### src/rtl/bypass_credits_wr_if.sv
// Shared request type and valid/ready metadata interface
// for the Bypass TX credit gate.
package bypass_pkg;
  localparam int AXI_DATA_BITS = 512;
  localparam int VADDR_BITS = 48;
  localparam int LEN_BITS = 28;
  localparam int DEST_BITS = 4;

  typedef struct packed {
    logic [VADDR_BITS-1:0] vaddr;
    logic [LEN_BITS-1:0]   len;
    logic [DEST_BITS-1:0]  dest;
    logic                  ctl;
  } req_t;
endpackage

interface metaIntf;
  import bypass_pkg::*;
  logic valid;
  logic ready;
  req_t data;

  modport s (
    input  valid,
    input  data,
    output ready
  );

  modport m (
    output valid,
    output data,
    input  ready
  );
endinterface

### src/rtl/bypass_credits_wr.sv
// Bypass write credit gate: holds a request until its
// data beats are buffered downstream, then forwards it.
module bypass_credits_wr
  import bypass_pkg::*;
#(
  parameter int DATA_BITS = AXI_DATA_BITS,
  parameter int BUF_BEATS = 512,
  parameter int CRED_BITS = $clog2(BUF_BEATS+1)
) (
  input  logic                 aclk,
  input  logic                 areset,
  metaIntf.s                   s_req,
  metaIntf.m                   m_req,
  input  logic                 xfer,
  output logic [CRED_BITS-1:0] cred_cnt,
  output logic                 ovf,
  output logic                 err
);

  localparam int BEAT_LOG_BITS = $clog2(DATA_BITS/8);
  localparam int SH_BITS = LEN_BITS - BEAT_LOG_BITS;
  localparam int NB = SH_BITS + 1;
  localparam int SW = ((NB > CRED_BITS) ? NB : CRED_BITS) + 1;

  typedef enum logic {
    ST_IDLE,
    ST_WAIT
  } state_t;

  state_t state_C, state_N;

  req_t req_C;
  req_t out_C;
  logic out_vld_C;

  logic [NB-1:0]        beats_C;
  logic [NB-1:0]        n_beats;
  logic [SH_BITS-1:0]   len_sh;
  logic [CRED_BITS-1:0] cred_C;
  logic [CRED_BITS-1:0] cred_N;
  logic [SW-1:0]        cred_sum;

  logic s_rdy;
  logic hs;
  logic too_big;
  logic out_free;
  logic cred_ok;
  logic issue;
  logic clamp;

  // Beat count of the offered request; len 0 counts as one beat
  always_comb begin
    len_sh = SH_BITS'((s_req.data.len - LEN_BITS'(1)) >> BEAT_LOG_BITS);
    if (s_req.data.len == '0) begin
      n_beats = NB'(1);
    end else begin
      n_beats = {1'b0, len_sh} + NB'(1);
    end
    too_big = SW'(n_beats) > SW'(BUF_BEATS);
  end

  assign hs       = s_req.valid && s_rdy;
  assign out_free = !out_vld_C || m_req.ready;
  assign cred_ok  = SW'(cred_C) >= SW'(beats_C);

  // Next state, input ready and issue decision
  always_comb begin
    state_N = state_C;
    s_rdy   = 1'b0;
    issue   = 1'b0;
    unique case (state_C)
      ST_IDLE: begin
        s_rdy = 1'b1;
        if (s_req.valid && !too_big) begin
          state_N = ST_WAIT;
        end
      end
      ST_WAIT: begin
        if (cred_ok && out_free) begin
          issue   = 1'b1;
          state_N = ST_IDLE;
        end
      end
      default: ;
    endcase
  end

  // Credit arithmetic with saturation at buffer capacity
  always_comb begin
    cred_sum = SW'(cred_C) + SW'(xfer)
             - (issue ? SW'(beats_C) : SW'(0));
    clamp = cred_sum > SW'(BUF_BEATS);
    if (clamp) begin
      cred_N = CRED_BITS'(BUF_BEATS);
    end else begin
      cred_N = cred_sum[CRED_BITS-1:0];
    end
  end

  // State register
  always_ff @(posedge aclk or posedge areset) begin
    if (areset) begin
      state_C <= ST_IDLE;
    end else begin
      state_C <= state_N;
    end
  end

  // Capture the pending request and its beat count
  always_ff @(posedge aclk or posedge areset) begin
    if (areset) begin
      req_C   <= '0;
      beats_C <= '0;
    end else if (hs) begin
      req_C   <= s_req.data;
      beats_C <= n_beats;
    end
  end

  // Credit counter and sticky error flags
  always_ff @(posedge aclk or posedge areset) begin
    if (areset) begin
      cred_C <= '0;
      ovf    <= 1'b0;
      err    <= 1'b0;
    end else begin
      cred_C <= cred_N;
      if (clamp) begin
        ovf <= 1'b1;
      end
      if (hs && too_big) begin
        err <= 1'b1;
      end
    end
  end

  // Output register; refills in the cycle the held entry drains
  always_ff @(posedge aclk or posedge areset) begin
    if (areset) begin
      out_vld_C <= 1'b0;
      out_C     <= '0;
    end else if (issue) begin
      out_vld_C <= 1'b1;
      out_C     <= req_C;
    end else if (m_req.ready) begin
      out_vld_C <= 1'b0;
    end
  end

  assign s_req.ready = s_rdy;
  assign m_req.valid = out_vld_C;
  assign m_req.data  = out_C;
  assign cred_cnt    = cred_C;

endmodule

### src/flat_wrapper.sv
// flat-port wrapper written by rule: the top's interface ports become plain ports
module bypass_credits_wr_flat import bypass_pkg::*;
#(
  parameter int DATA_BITS = AXI_DATA_BITS,
  parameter int BUF_BEATS = 512,
  parameter int CRED_BITS = $clog2(BUF_BEATS+1)
)
  (aclk, areset, xfer, cred_cnt, ovf, err, s_req_valid, s_req_data, s_req_ready, m_req_valid, m_req_data, m_req_ready);
  metaIntf s_req_i ();
  metaIntf m_req_i ();
  input  logic aclk;
  input  logic areset;
  input  logic xfer;
  output logic [CRED_BITS-1:0] cred_cnt;
  output logic ovf;
  output logic err;
  input wire logic [$bits(s_req_i.valid)-1:0] s_req_valid;
  input wire logic [$bits(s_req_i.data)-1:0] s_req_data;
  output wire logic [$bits(s_req_i.ready)-1:0] s_req_ready;
  output wire logic [$bits(m_req_i.valid)-1:0] m_req_valid;
  output wire logic [$bits(m_req_i.data)-1:0] m_req_data;
  input wire logic [$bits(m_req_i.ready)-1:0] m_req_ready;
  assign s_req_i.valid = s_req_valid;
  assign s_req_i.data = s_req_data;
  assign s_req_ready = s_req_i.ready;
  assign m_req_valid = m_req_i.valid;
  assign m_req_data = m_req_i.data;
  assign m_req_i.ready = m_req_ready;
  bypass_credits_wr #(.DATA_BITS(DATA_BITS), .BUF_BEATS(BUF_BEATS), .CRED_BITS(CRED_BITS)) u_core (.aclk(aclk), .areset(areset), .s_req(s_req_i), .m_req(m_req_i), .xfer(xfer), .cred_cnt(cred_cnt), .ovf(ovf), .err(err));
endmodule
### config.mk
export PLATFORM = sky130hd
export DESIGN_NAME = bypass_credits_wr_flat
export DESIGN_NICKNAME = d
export VERILOG_FILES = /design/src/rtl/bypass_credits_wr_if.sv /design/src/rtl/bypass_credits_wr.sv /design/src/flat_wrapper.sv
export SDC_FILE = /design/constraint.sdc
export NUM_CORES = 1
export LEC_CHECK = 0
export CELL_PAD_IN_SITES_DETAIL_PLACEMENT = 1
export CELL_PAD_IN_SITES_GLOBAL_PLACEMENT = 1
export CORE_MARGIN = 4
export CORE_UTILIZATION = 44
export DETAILED_ROUTE_END_ITERATION = 12
export PLACE_DENSITY = 0.93
export SLEW_MARGIN = 10
export SYNTH_ARGS = -nofsm -noshare
export SYNTH_HDL_FRONTEND = slang
export SYNTH_SLANG_ARGS = --single-unit
### constraint.sdc
create_clock -name aclk -period 13 [get_ports aclk]
set_input_delay 1.3 -clock aclk [delete_from_list [all_inputs] [get_ports aclk]]
set_output_delay 1.3 -clock aclk [all_outputs]
set_load 0.01 [all_outputs]
# Word level (Yosys, flattened, before mapping)
# Cells that the tools add are included.
# word_totals
ff_bits,199
inputBits,86
word_cells,42
out_inout_bits,95
# classes
mux,11
reduce_logical,9
order_cmp,3
add_sub_neg,4
n_bitwise,1
# ops
operator,count
23-bit 2-to-1 mux,2
28-bit logical NOT,1
"28-bit by 1-bit subtractor with 28-bit output, second input constant",1
"24-bit by 10-bit greater-than comparator with 1-bit output, second input constant",1
24-bit subtractor,1
"22-bit by 1-bit adder with 23-bit output, second input constant",1
10-bit by 23-bit greater-or-equal comparator with 1-bit output,1
"23-bit by 10-bit greater-than comparator with 1-bit output, second input constant",1
10-bit by 1-bit adder with 11-bit output,1
10-bit 2-to-1 mux,1
1-bit 2-to-1 mux,7
1-bit logical AND,4
1-bit logical NOT,2
1-bit case mux with 2 select lines,1
2-bit nonzero test,1
1-bit logical OR,1
1-bit NOT,1

# Longest topological paths before layout
# Gate-level depths: netlist of run 1.
# depth
word_depth,9
depth_mapped,20
mapped_depth_nobuf,20

# Worst setup path before layout of run 1
# No wires, ideal clock.
# synth_path
path_type,register -> register
from,reg u_core.cred_C[0] (netlist: u_core.cred_cnt[0])
to,reg u_core.ovf
path_stages_with_launch,21
synth_period_minus_slack_ns,4.439
n_path_buf,1
path_slack_ns,8.561
setup_time_ns,0.131
t_arrival_ns,4.308
required_ns,12.869
path_cell_list,dfrtp_1 -> inv_1 -> ha_1 -> nand2b_1 -> a21o_1 -> a21o_1 -> a21o_1 -> a211o_1 -> a21o_1 -> a21o_1 -> clkbuf_1 -> nand3_1 -> ha_1 -> nor2b_1 -> o21a_1 -> o21ai_0 -> a21oi_1 -> or4b_2 -> o311ai_0 -> a31oi_1 -> or3_1
# synth_between
elab_chain_cells,7
elab_cells_between_ends,8
classes_between,add/sub (2); order compare (2); mux (3); reduce/logical (1)
# synth_rtl
item,line,text
"start, declared",bypass_credits_wr.sv:39,logic [CRED_BITS-1:0] cred_C;
"start signal, assigned",bypass_credits_wr.sv:127,cred_C <= cred_N;
10-bit by 23-bit greater-or-equal comparator with 1-bit output,bypass_credits_wr.sv:64,assign cred_ok = SW'(cred_C) >= SW'(beats_C);
1-bit logical AND,bypass_credits_wr.sv:79,if (cred_ok && out_free) begin
1-bit 2-to-1 mux,bypass_credits_wr.sv:79,
1-bit 2-to-1 mux,bypass_credits_wr.sv:71,unique case (state_C)
23-bit 2-to-1 mux,bypass_credits_wr.sv:91,- (issue ? SW'(beats_C) : SW'(0));
24-bit subtractor *,bypass_credits_wr.sv:91,
24-bit by 10-bit greater-than comparator with 1-bit output *,bypass_credits_wr.sv:92,clamp = cred_sum > SW'(BUF_BEATS);
"end signal, assigned",bypass_credits_wr.sv:124,ovf <= 1'b0;
"end signal, assigned",bypass_credits_wr.sv:129,ovf <= 1'b1;
"end, declared",bypass_credits_wr.sv:16,"output logic ovf,"
# Every way passes the cells marked *; elsewhere a longest branch is shown, timed or not.
# A chain may end at the register's enable or synchronous reset.

# Worst setup path in the final report of run 1
# layout_path
from,in m_req_ready
to,reg u_core.ovf
# layout_between
elab_chain_cells,7
# layout_rtl
item,line,text
"start, declared",flat_wrapper.sv:22,input wire logic [$bits(m_req_i.ready)-1:0] m_req_ready;
1-bit logical OR,bypass_credits_wr.sv:63,assign out_free = !out_vld_C || m_req.ready;
1-bit logical AND,bypass_credits_wr.sv:79,
1-bit 2-to-1 mux,bypass_credits_wr.sv:79,
1-bit 2-to-1 mux,bypass_credits_wr.sv:71,
23-bit 2-to-1 mux,bypass_credits_wr.sv:91,
24-bit subtractor,bypass_credits_wr.sv:91,
24-bit by 10-bit greater-than comparator with 1-bit output,bypass_credits_wr.sv:92,
# Every way passes these cells.

==> run metrics, run 1 <==
status completed; Worst Setup SP m_req_ready; post-cts repair resize count 0; Final TNS setup 0 ps; Slew headroom ~27%; R2R Setup Slk 8010 ps; GR Overflow Total 0; fillers ~2300; clock root buffer clkbuf_16; reg2reg start u_core.cred_cnt[8]; layout cells sized above 1 between 10% and 20%; crit-path max FO 11; Final Cycle Share a little over two fifths; WL/cell 20.5 um; via count between 7000 and 8000; R2R cell count 16; clock-pin slew on the worst setup and hold paths around 80 ps; Worst Setup Path Type input port to flop; Critical Path RT 13310 ps; CTS H-tree lvls 4; Post-synth EDFFs 0; DIE AREA approximately 0.024 mm2; vias in the first global route between 8000 and 9000; post-layout min period 5430 ps; DRC Markers 0; post-synthesis cell count around 940; RR Endpoint u_core.ovf; Worst setup EP type flop; HP Class flop to flop; number of setup buffers added after CTS 0; Hold Buf Count CTS 0; Via density about 5.5; crit-path max cell delay roughly 840 ps; Worst path slowest cell nor3_1; final setup violation count 0; Routed Antenna Nets 0; IO buf count between 150 and 200; Detailed Route Iter0 Violations ~360; Detailed Routing Iterations Pass 1 5; post-synthesis sequential area ratio 51.9%; Setup crit end u_core.ovf; gpl congestion 0.860; effective utilization at floorplan roughly 45%; Min Hold Slack 475 ps; clk sinks slightly below 200; IO Count approximately 180; TritonCTS clock tree done; Core Region approximately 0.021 mm2; largest net degree at the start of global routing 113; Power Dens Cells ~120 mW/mm2; Cell Rows 53; DRT Wirelength ~28000 um; Die Wd 156 um; P_leak ~5.7 nW; post-DP HPWL 19700 um; initial antenna violation count 0; post-synth top area share roughly half; Max VDD drop ~0.090 mV; Final Hold Violating Endpoints 0; Synth Register Bits around 200; skew final a little under 20 ps; Max Cap Viol 0; syn_nets roughly 1100; Tot GR Track Use 23.8%; post-synth top area cell dfrtp_1; synth top area cells dfrtp_1 52%, nand2_1 11%, mux2_2 9.7%; Slew @ Worst Pin about 1100 ps; final slew viol count 0; asr flop ratio synth 100%; RSZ-0062 raised after global routing false; Die Ht 156 um; CP arrival 5740 ps; Layout area overhead 27.0%; f_max around 180 MHz; CTS buffer count 17; cell area after synthesis approximately 0.0096 mm2; CP Launch Type input port; nets about 1200; syn avg cell area 10.2 um2; Main synth FF type dfrtp_1; Max Root-Sink Buffers 2; Skew-Pair Late Insertion Delay approximately 440 ps; synth unique cells 74; Yosys Warn Count 0; worst path cell trace clkdlybuf4s50_1 -> nor2b_1 -> nor3_1 -> o21ai_0 -> nor3_1 -> and3_1 -> ha_1 -> fa_1 -> nor2b_1 -> o21a_1 -> o21ai_0 -> a21oi_1 -> or4b_2 -> o311ai_0 -> a31oi_1 -> or3_1; first-pass GRT wire length between 40000 and 50000 um
==> critical path, delay by kind of cell <==
kind | cells | cell delay (ps)
AOI/OAI and AO/OA | 6 | 1160
and+or+nand+nor | 7 | 2400
buffers and inverters | 1 | 450
adders and majority gates | 2 | 410
==> cell families (layout without fill, tap and decap cells) <==
group	after synthesis	count (layout)	synth area share (%)
buf+inv	70	240	3.31
simple gates	433	433	20.9
flops	199	199	51.9
compound gates	92	92	7.13
xor+xnor	32	32	2.92
fa+ha+maj	25	25	3.34
other cells	1	2	0.0391
mux	89	89	10.4
==> flip-flops by register name, indices dropped and copies added (netlist names) <==
| register | cells |
|---|---|
| u_core.m_req.data | 81 |
| u_core.req_C | 81 |
| u_core.beats_C | 23 |
| u_core.cred_cnt | 10 |
| u_core.err | 1 |
| u_core.m_req.valid | 1 |
| u_core.ovf | 1 |
| u_core.state_C | 1 |
==> report_power, final <==
| part | internal [mW] | switching [mW] | leakage [nW] |
|---|---|---|---|
| combinational | 0.0908 | 0.128 | 2.81 |
| sequential | 0.651 | 0.0239 | 2.58 |
| clock | 0.263 | 0.275 | 0.290 |
==> per-layer routing <==
| metal | wire length (um) | global-route usage, % |
|---|---|---|
| met3 | 1330 | 4.99 |
| met4 | 882 | 8.92 |
| met5 | 0 | 0 |
| met1 | 11100 | 28.4 |
| met2 | 15100 | 42.4 |
==> cell type report <==
cell class / instances / area [um2] / area share (%)
diodes: 1 / 2.50 / 0.0205
flip-flops and latches: 199 / 4980 / 40.9
clock buffers: 18 / 429 / 3.52
clock inverters: 14 / 179 / 1.47
inverters: 23 / 93.8 / 0.771
multi-input cells: 672 / 4310 / 35.4
repair buffers: 185 / 1840 / 15.1
well taps: 275 / 344 / 2.83
==> through the flow <==
stage,util (%),cells,area [um2],setup slack (ps),total power [mW]
2_1_floorplan,-,941,9590,6270,0.817
3_3_place_gp,54.5,1354,11600,7350,0.885
3_5_place_dp,54.5,1354,11600,7180,0.901
4_1_cts,57.4,1386,12200,7610,1.44
5_1_grt,57.4,1386,12200,7170,1.50
6_report,57.4,1387,12200,7570,1.43
==> worst min path at each step <==
stage                                 from  cells past startpoint               end  slack, ps
after global placement    u_core.req_C[43]                      2  u_core.req_C[43]        450
after floorplan            u_core.req_C[0]                      2   u_core.req_C[0]        440
after detailed placement  u_core.req_C[10]                      2  u_core.req_C[10]        460
final                     u_core.req_C[10]                      2  u_core.req_C[10]        470
after global routing            u_core.ovf                      1        u_core.ovf        500
after CTS                 u_core.req_C[10]                      2  u_core.req_C[10]        480
==> layout by cell type, fill, tap and decap left out, types with 8 or more instances in the layout <==
| master | n |
|---|---|
| clkbuf_16 | 17 |
| nor4_1 | 8 |
| nand2_1 | 275 |
| mux2_2 | 83 |
| o21ai_0 | 30 |
| nand3_1 | 33 |
| xor2_1 | 14 |
| inv_1 | 22 |
| xnor2_1 | 18 |
| nor3_1 | 15 |
| a21o_1 | 9 |
| dfrtp_1 | 199 |
| and3_1 | 9 |
| clkdlybuf4s50_1 | 180 |
| nand4_1 | 8 |
| nor2_1 | 35 |
| ha_1 | 24 |
==> synth_stat cells, types with 6 or more instances <==
library cell / instances
nor4_1: 8
clkbuf_1: 24
a21o_1: 9
ha_1: 24
nand2_1: 276
inv_1: 23
a211oi_1: 6
nor3_1: 16
nand3_1: 33
nand4_1: 8
and3_1: 9
nor2_1: 35
o21ai_0: 30
xnor2_1: 18
xor2_1: 14
a31oi_1: 6
or3_1: 6
a21oi_1: 6
mux2_2: 83
dfrtp_1: 199
buf_2: 12
(Power assumes the default switching activity.)
==> run 2: changes to the inputs <==
Settings changed: CORE_UTILIZATION 44 to 41, PLACE_DENSITY 0.93 to 0.88.
Clock period 13 ns to 5.12 ns, I/O delays scaled along.
==> run metrics, run 2 (synthesized netlist as in run 1, its figures left out) <==
IO buf count 180; GR Overflow Total 0; Max VDD drop ~0.22 mV; f_max 212 MHz; effective utilization at floorplan approximately two fifths; DRT Wirelength ~27000 um; post-layout min period between 4000 and 5000 ps; clock root buffer clkbuf_16; nets 1212; WL/cell between 15 and 20 um; area post-placement about 0.012 mm2; Final Hold Violating Endpoints 0; largest net degree at the start of global routing between 100 and 150; Worst Setup Path Type flop to flop; post-cts repair resize count 0; IO Count between 150 and 200; Critical Path RT 5440 ps; met3 global-route usage between 5 and 6%; met1 usage 25.4%; status completed; CP arrival 5040 ps; Final TNS setup 0 ps; Most Crowded Layer GR met2; DIE AREA 0.0259 mm2; Core Region around 0.023 mm2; P_leak between 5 and 6 nW; CTS buffer count 17; final core utilization 53.7%; commonest non-fill, non-tap cell in the layout nand2_1; Slew headroom around 28%; HP Class flop to flop; final setup violation count 0; Routed Antenna Nets 0; skew final 17.3 ps; Worst setup EP type flop; Detailed Routing Iterations Pass 1 4; layout cells sized above 1 roughly 14%; Cell Rows 55; post-route cell area roughly 0.012 mm2; crit-path max FO 11; Via density 5.20; Final Power roughly 3.6 mW; most frequent cells in the layout 275 x nand2_1, 199 x dfrtp_1, 180 x clkdlybuf4s50_1, 83 x mux2_2, 35 x nor2_1; Skew-Pair Late Insertion Delay 440 ps; Layout area overhead 28.0%; Power Dens Cells about 300 mW/mm2; number of setup buffers added after CTS 0; Detailed Route Iter0 Violations 306; Final Cycle Share between 90 and 100%; Max Root-Sink Buffers 2; GR Layer Usage met2 36.2%; Max Cap Viol 0; vias in the first global route roughly 8000; Die Ht between 150 and 200 um; via count between 7000 and 8000; post-DP HPWL 19000 um; final slew viol count 0; CP Launch Type flop; RSZ-0062 raised after global routing false; initial antenna violation count 1; gpl congestion about 0.84; clk sinks between 150 and 200; first-pass GRT wire length roughly 43000 um; DRC Markers 0; Tot GR Track Use around a fifth; clock-pin slew on the worst setup and hold paths around 80 ps; CTS H-tree lvls 4; Die Wd roughly 160 um; Hold Buf Count CTS 0; TritonCTS clock tree done; Slew @ Worst Pin 1070 ps
==> run 2: changes by cell type in the layout (fill, tap and decap cells not counted), sizes merged <==
cell | previous run | this run
inv | 30 | 31
clkinv | 6 | 5
buf | 5 | 8
==> run 2: where the power goes <==
part           total, mW  switching [mW]  internal, mW
Sequential          1.71          0.0567          1.65
Combinational      0.554           0.320         0.234
Clock               1.36           0.694         0.666
Total               3.62            1.07          2.55
==> run 2: layer usage <==
layer | share of wire, % | routed length (um) | vias up
li1 | - | - | 3515
met1 | 42 | 11100 | 3729
met2 | 51 | 13600 | 142
met3 | 4.8 | 1290 | 37
met4 | 2.3 | 607 | 0
met5 | 0 | 0 | -
==> run 2: cell type report <==
| type | instances | area, um2 |
|---|---|---|
| multi-input combinational | 672 | 4310 |
| fill | 2520 | 10600 |
| clock inverter | 14 | 170 |
| tap | 313 | 392 |
| timing repair buffer | 188 | 1900 |
| antenna | 1 | 2.50 |
| inverter | 23 | 90.1 |
| sequential | 199 | 4980 |
| clock buffer | 18 | 429 |
==> run 2: through the flow <==
stage | instances | worst slack (ps) | hold WS, ps
after floorplan | 941 | 681 | 440
after CTS | 1427 | 393 | 482
final | 1428 | 406 | 477
after detailed placement | 1395 | 394 | 458
after global placement | 1395 | 524 | 452
after global routing | 1428 | 134 | 497
==> run 2: worst max-delay path, cell delays in order (launching register included) <==
cell      delay, ps
dfrtp_1         370
inv_1            50
ha_1            270
nand2b_1        140
a21o_1          170
a21o_1          170
a21o_1          170
a211o_1         320
a21o_1          160
a21o_1          280
nand3_1         130
ha_1            270
nor2b_1         150
o21a_1          170
o21ai_0         250
a21oi_1         150
or4b_2          620
o311ai_0        120
a31oi_1         260
or3_1           360
==> run 2: final timing paths <==
| kind | startpoint | to | slack, ps | cells after the start |
|---|---|---|---|---|
| min in group asynchronous | areset | u_core.m_req.data[41] | 670 | 2 |
| worst min register to register | u_core.req_C[64] | u_core.req_C[64] | 480 | 2 |
| max in group asynchronous | areset | u_core.m_req.data[51] | 3420 | 3 |
| worst max register to register | u_core.cred_cnt[0] | u_core.ovf | 410 | 19 |
| worst min-delay path | u_core.req_C[64] | u_core.req_C[64] | 480 | 2 |
| worst max-delay path | u_core.cred_cnt[0] | u_core.ovf | 410 | 19 |
==> run 3: changes to the inputs <==
Settings changed: PLACE_DENSITY 0.88 to 0.89.
==> run metrics, run 3 (synthesized netlist as in run 1, its figures left out) <==
Via density around 5.2; HP Class flop to flop; Die Wd roughly 160 um; cell repeated most along the worst path a21o_1; CP Launch Type flop; R2R cell count 19; clock-pin slew on the worst setup and hold paths ~90 ps; GR Overflow Total 0; Power Dens Cells about 300 mW/mm2; most frequent cells in the layout 275 x nand2_1, 199 x dfrtp_1, 180 x clkdlybuf4s50_1, 83 x mux2_2, 35 x nor2_1; Max Root-Sink Buffers 2; Tot GR Track Use a little over a fifth; crit-path max cell delay slightly above 600 ps; RSZ-0062 raised after global routing false; R2R Setup Slk 280 ps; post-DP HPWL 19800 um; clk sinks just under 200; initial antenna violation count 2; Max Cap Viol 0; crit-path max FO 11; Detailed Routing Iterations Pass 1 4; f_max 207 MHz; gpl congestion between 0.8 and 0.9; clock root buffer clkbuf_16; WL/cell ~19 um; effective utilization at floorplan between 40% and 50%; status completed; Worst path slowest cell or4b_2; Worst Setup Path Type flop to flop; commonest non-fill, non-tap cell in the layout nand2_1; IO Count about 180; reg2reg start u_core.cred_cnt[0]; P_leak 5.73 nW; Layout area overhead 28.6%; Critical Path RT about 5400 ps; TritonCTS clock tree done; Final TNS setup 0 ps; RR Endpoint u_core.ovf; DRC Markers 0; Max VDD drop 0.150 mV; Hold Buf Count CTS 0; min-delay src u_core.req_C[39]; Worst Setup SP u_core.cred_cnt[0]; vias in the first global route between 8000 and 9000; nets 1215; Worst setup EP type flop; Core Region roughly 0.023 mm2; Slew headroom 32.8%; CP arrival between 5000 and 6000 ps; Slew @ Worst Pin between 1000 and 1500 ps; Final Cycle Share between 90% and 100%; final slew viol count 0; Skew-Pair Late Insertion Delay around 440 ps; IO buf count 180; Final Hold Violating Endpoints 0; DIE AREA about 0.026 mm2; layout cells sized above 1 about 15%; Post-Place Setup Slack 223 ps; Setup crit end u_core.ovf; post-layout min period around 4800 ps; Die Ht ~160 um; first-pass GRT wire length around 45000 um; Cell Rows 55; final setup violation count 0; largest net degree at the start of global routing 111; worst path cell trace inv_1 -> ha_1 -> nand2b_1 -> a21o_1 -> a21o_1 -> a21o_1 -> a211o_1 -> a21o_1 -> a21o_1 -> and3_1 -> ha_1 -> nor2b_1 -> o21ai_0 -> a21oi_1 -> o21a_1 -> or4b_2 -> o311ai_0 -> a31oi_2 -> or3_1; CTS H-tree lvls 4; Routed Antenna Nets 0; skew final around 16 ps; Setup WS post-layout 283 ps; via count around 7500; CTS buffer count 17; Detailed Route Iter0 Violations a little under 300; DRT Wirelength approximately 27000 um
==> run 3: cell count changes in the layout (fill, tap and decap cells not counted), moves of 2 or more <==
| cell | change |
|---|---|
| buf_4 | +5 |
| inv_8 | -2 |
| inv_12 | +4 |
| buf_12 | -2 |
| inv_6 | -3 |
==> run 3: how the worst min path moves through the flow <==
stage                             to  slack (ps)  cells past startpoint
floorplan            u_core.req_C[0]         440                      2
global placement    u_core.req_C[36]         450                      2
CTS                 u_core.req_C[39]         480                      2
global route        u_core.req_C[39]         490                      2
detailed placement  u_core.req_C[39]         460                      2
finish              u_core.req_C[39]         480                      2
==> run 3: layout make-up <==
type | instances | area (um2)
multi-input combinational | 672 | 4320
sequential | 199 | 4980
tap | 313 | 392
clock buffer | 17 | 425
clock inverter | 15 | 221
antenna | 2 | 5.00
fill | 2535 | 10500
timing repair buffer | 191 | 1900
inverter | 23 | 90.1
==> run 3: what timing repair did <==
| action | CTS | global route |
|---|---|---|
| setup endpoints to repair | 0 | 5 |
| resized for setup | 0 | 2 |
| setup buffers | 0 | 0 |
==> run 3: stage by stage <==
step / utilization, % / instances / hold slack, ps / power, mW / cell area (um2)
2_1_floorplan: - / 941 / 440 / 2.07 / 9590
3_3_place_gp: 51.1 / 1398 / 452 / 2.26 / 11700
3_5_place_dp: 51.1 / 1398 / 459 / 2.29 / 11700
4_1_cts: 53.9 / 1430 / 481 / 3.74 / 12300
5_1_grt: 54.0 / 1432 / 487 / 3.90 / 12300
6_report: 54.0 / 1432 / 475 / 3.71 / 12300
==> run 3: routing by layer <==
layer	track usage, %	routed length, um	vias up
li1	-	-	3514
met1	26.3	11200	3772
met2	38.1	14200	167
met3	4.80	1270	40
met4	6.94	707	0
met5	0	0	-
==> run 3: power by group <==
group | leakage [nW] | switching [mW] | internal, mW
sequential | 2.58 | 0.0567 | 1.65
clock | 0.307 | 0.748 | 0.693
combinational | 2.84 | 0.325 | 0.238
==> run 3: critical path, delay by kind of cell, from the launching register on <==
kind	cells	cell delay, ps
DFF	1	390
AOI/OAI and AO/OA	11	2340
buffers and inverters	1	60
and+or+nand+nor	5	1450
adders and majority gates	2	480
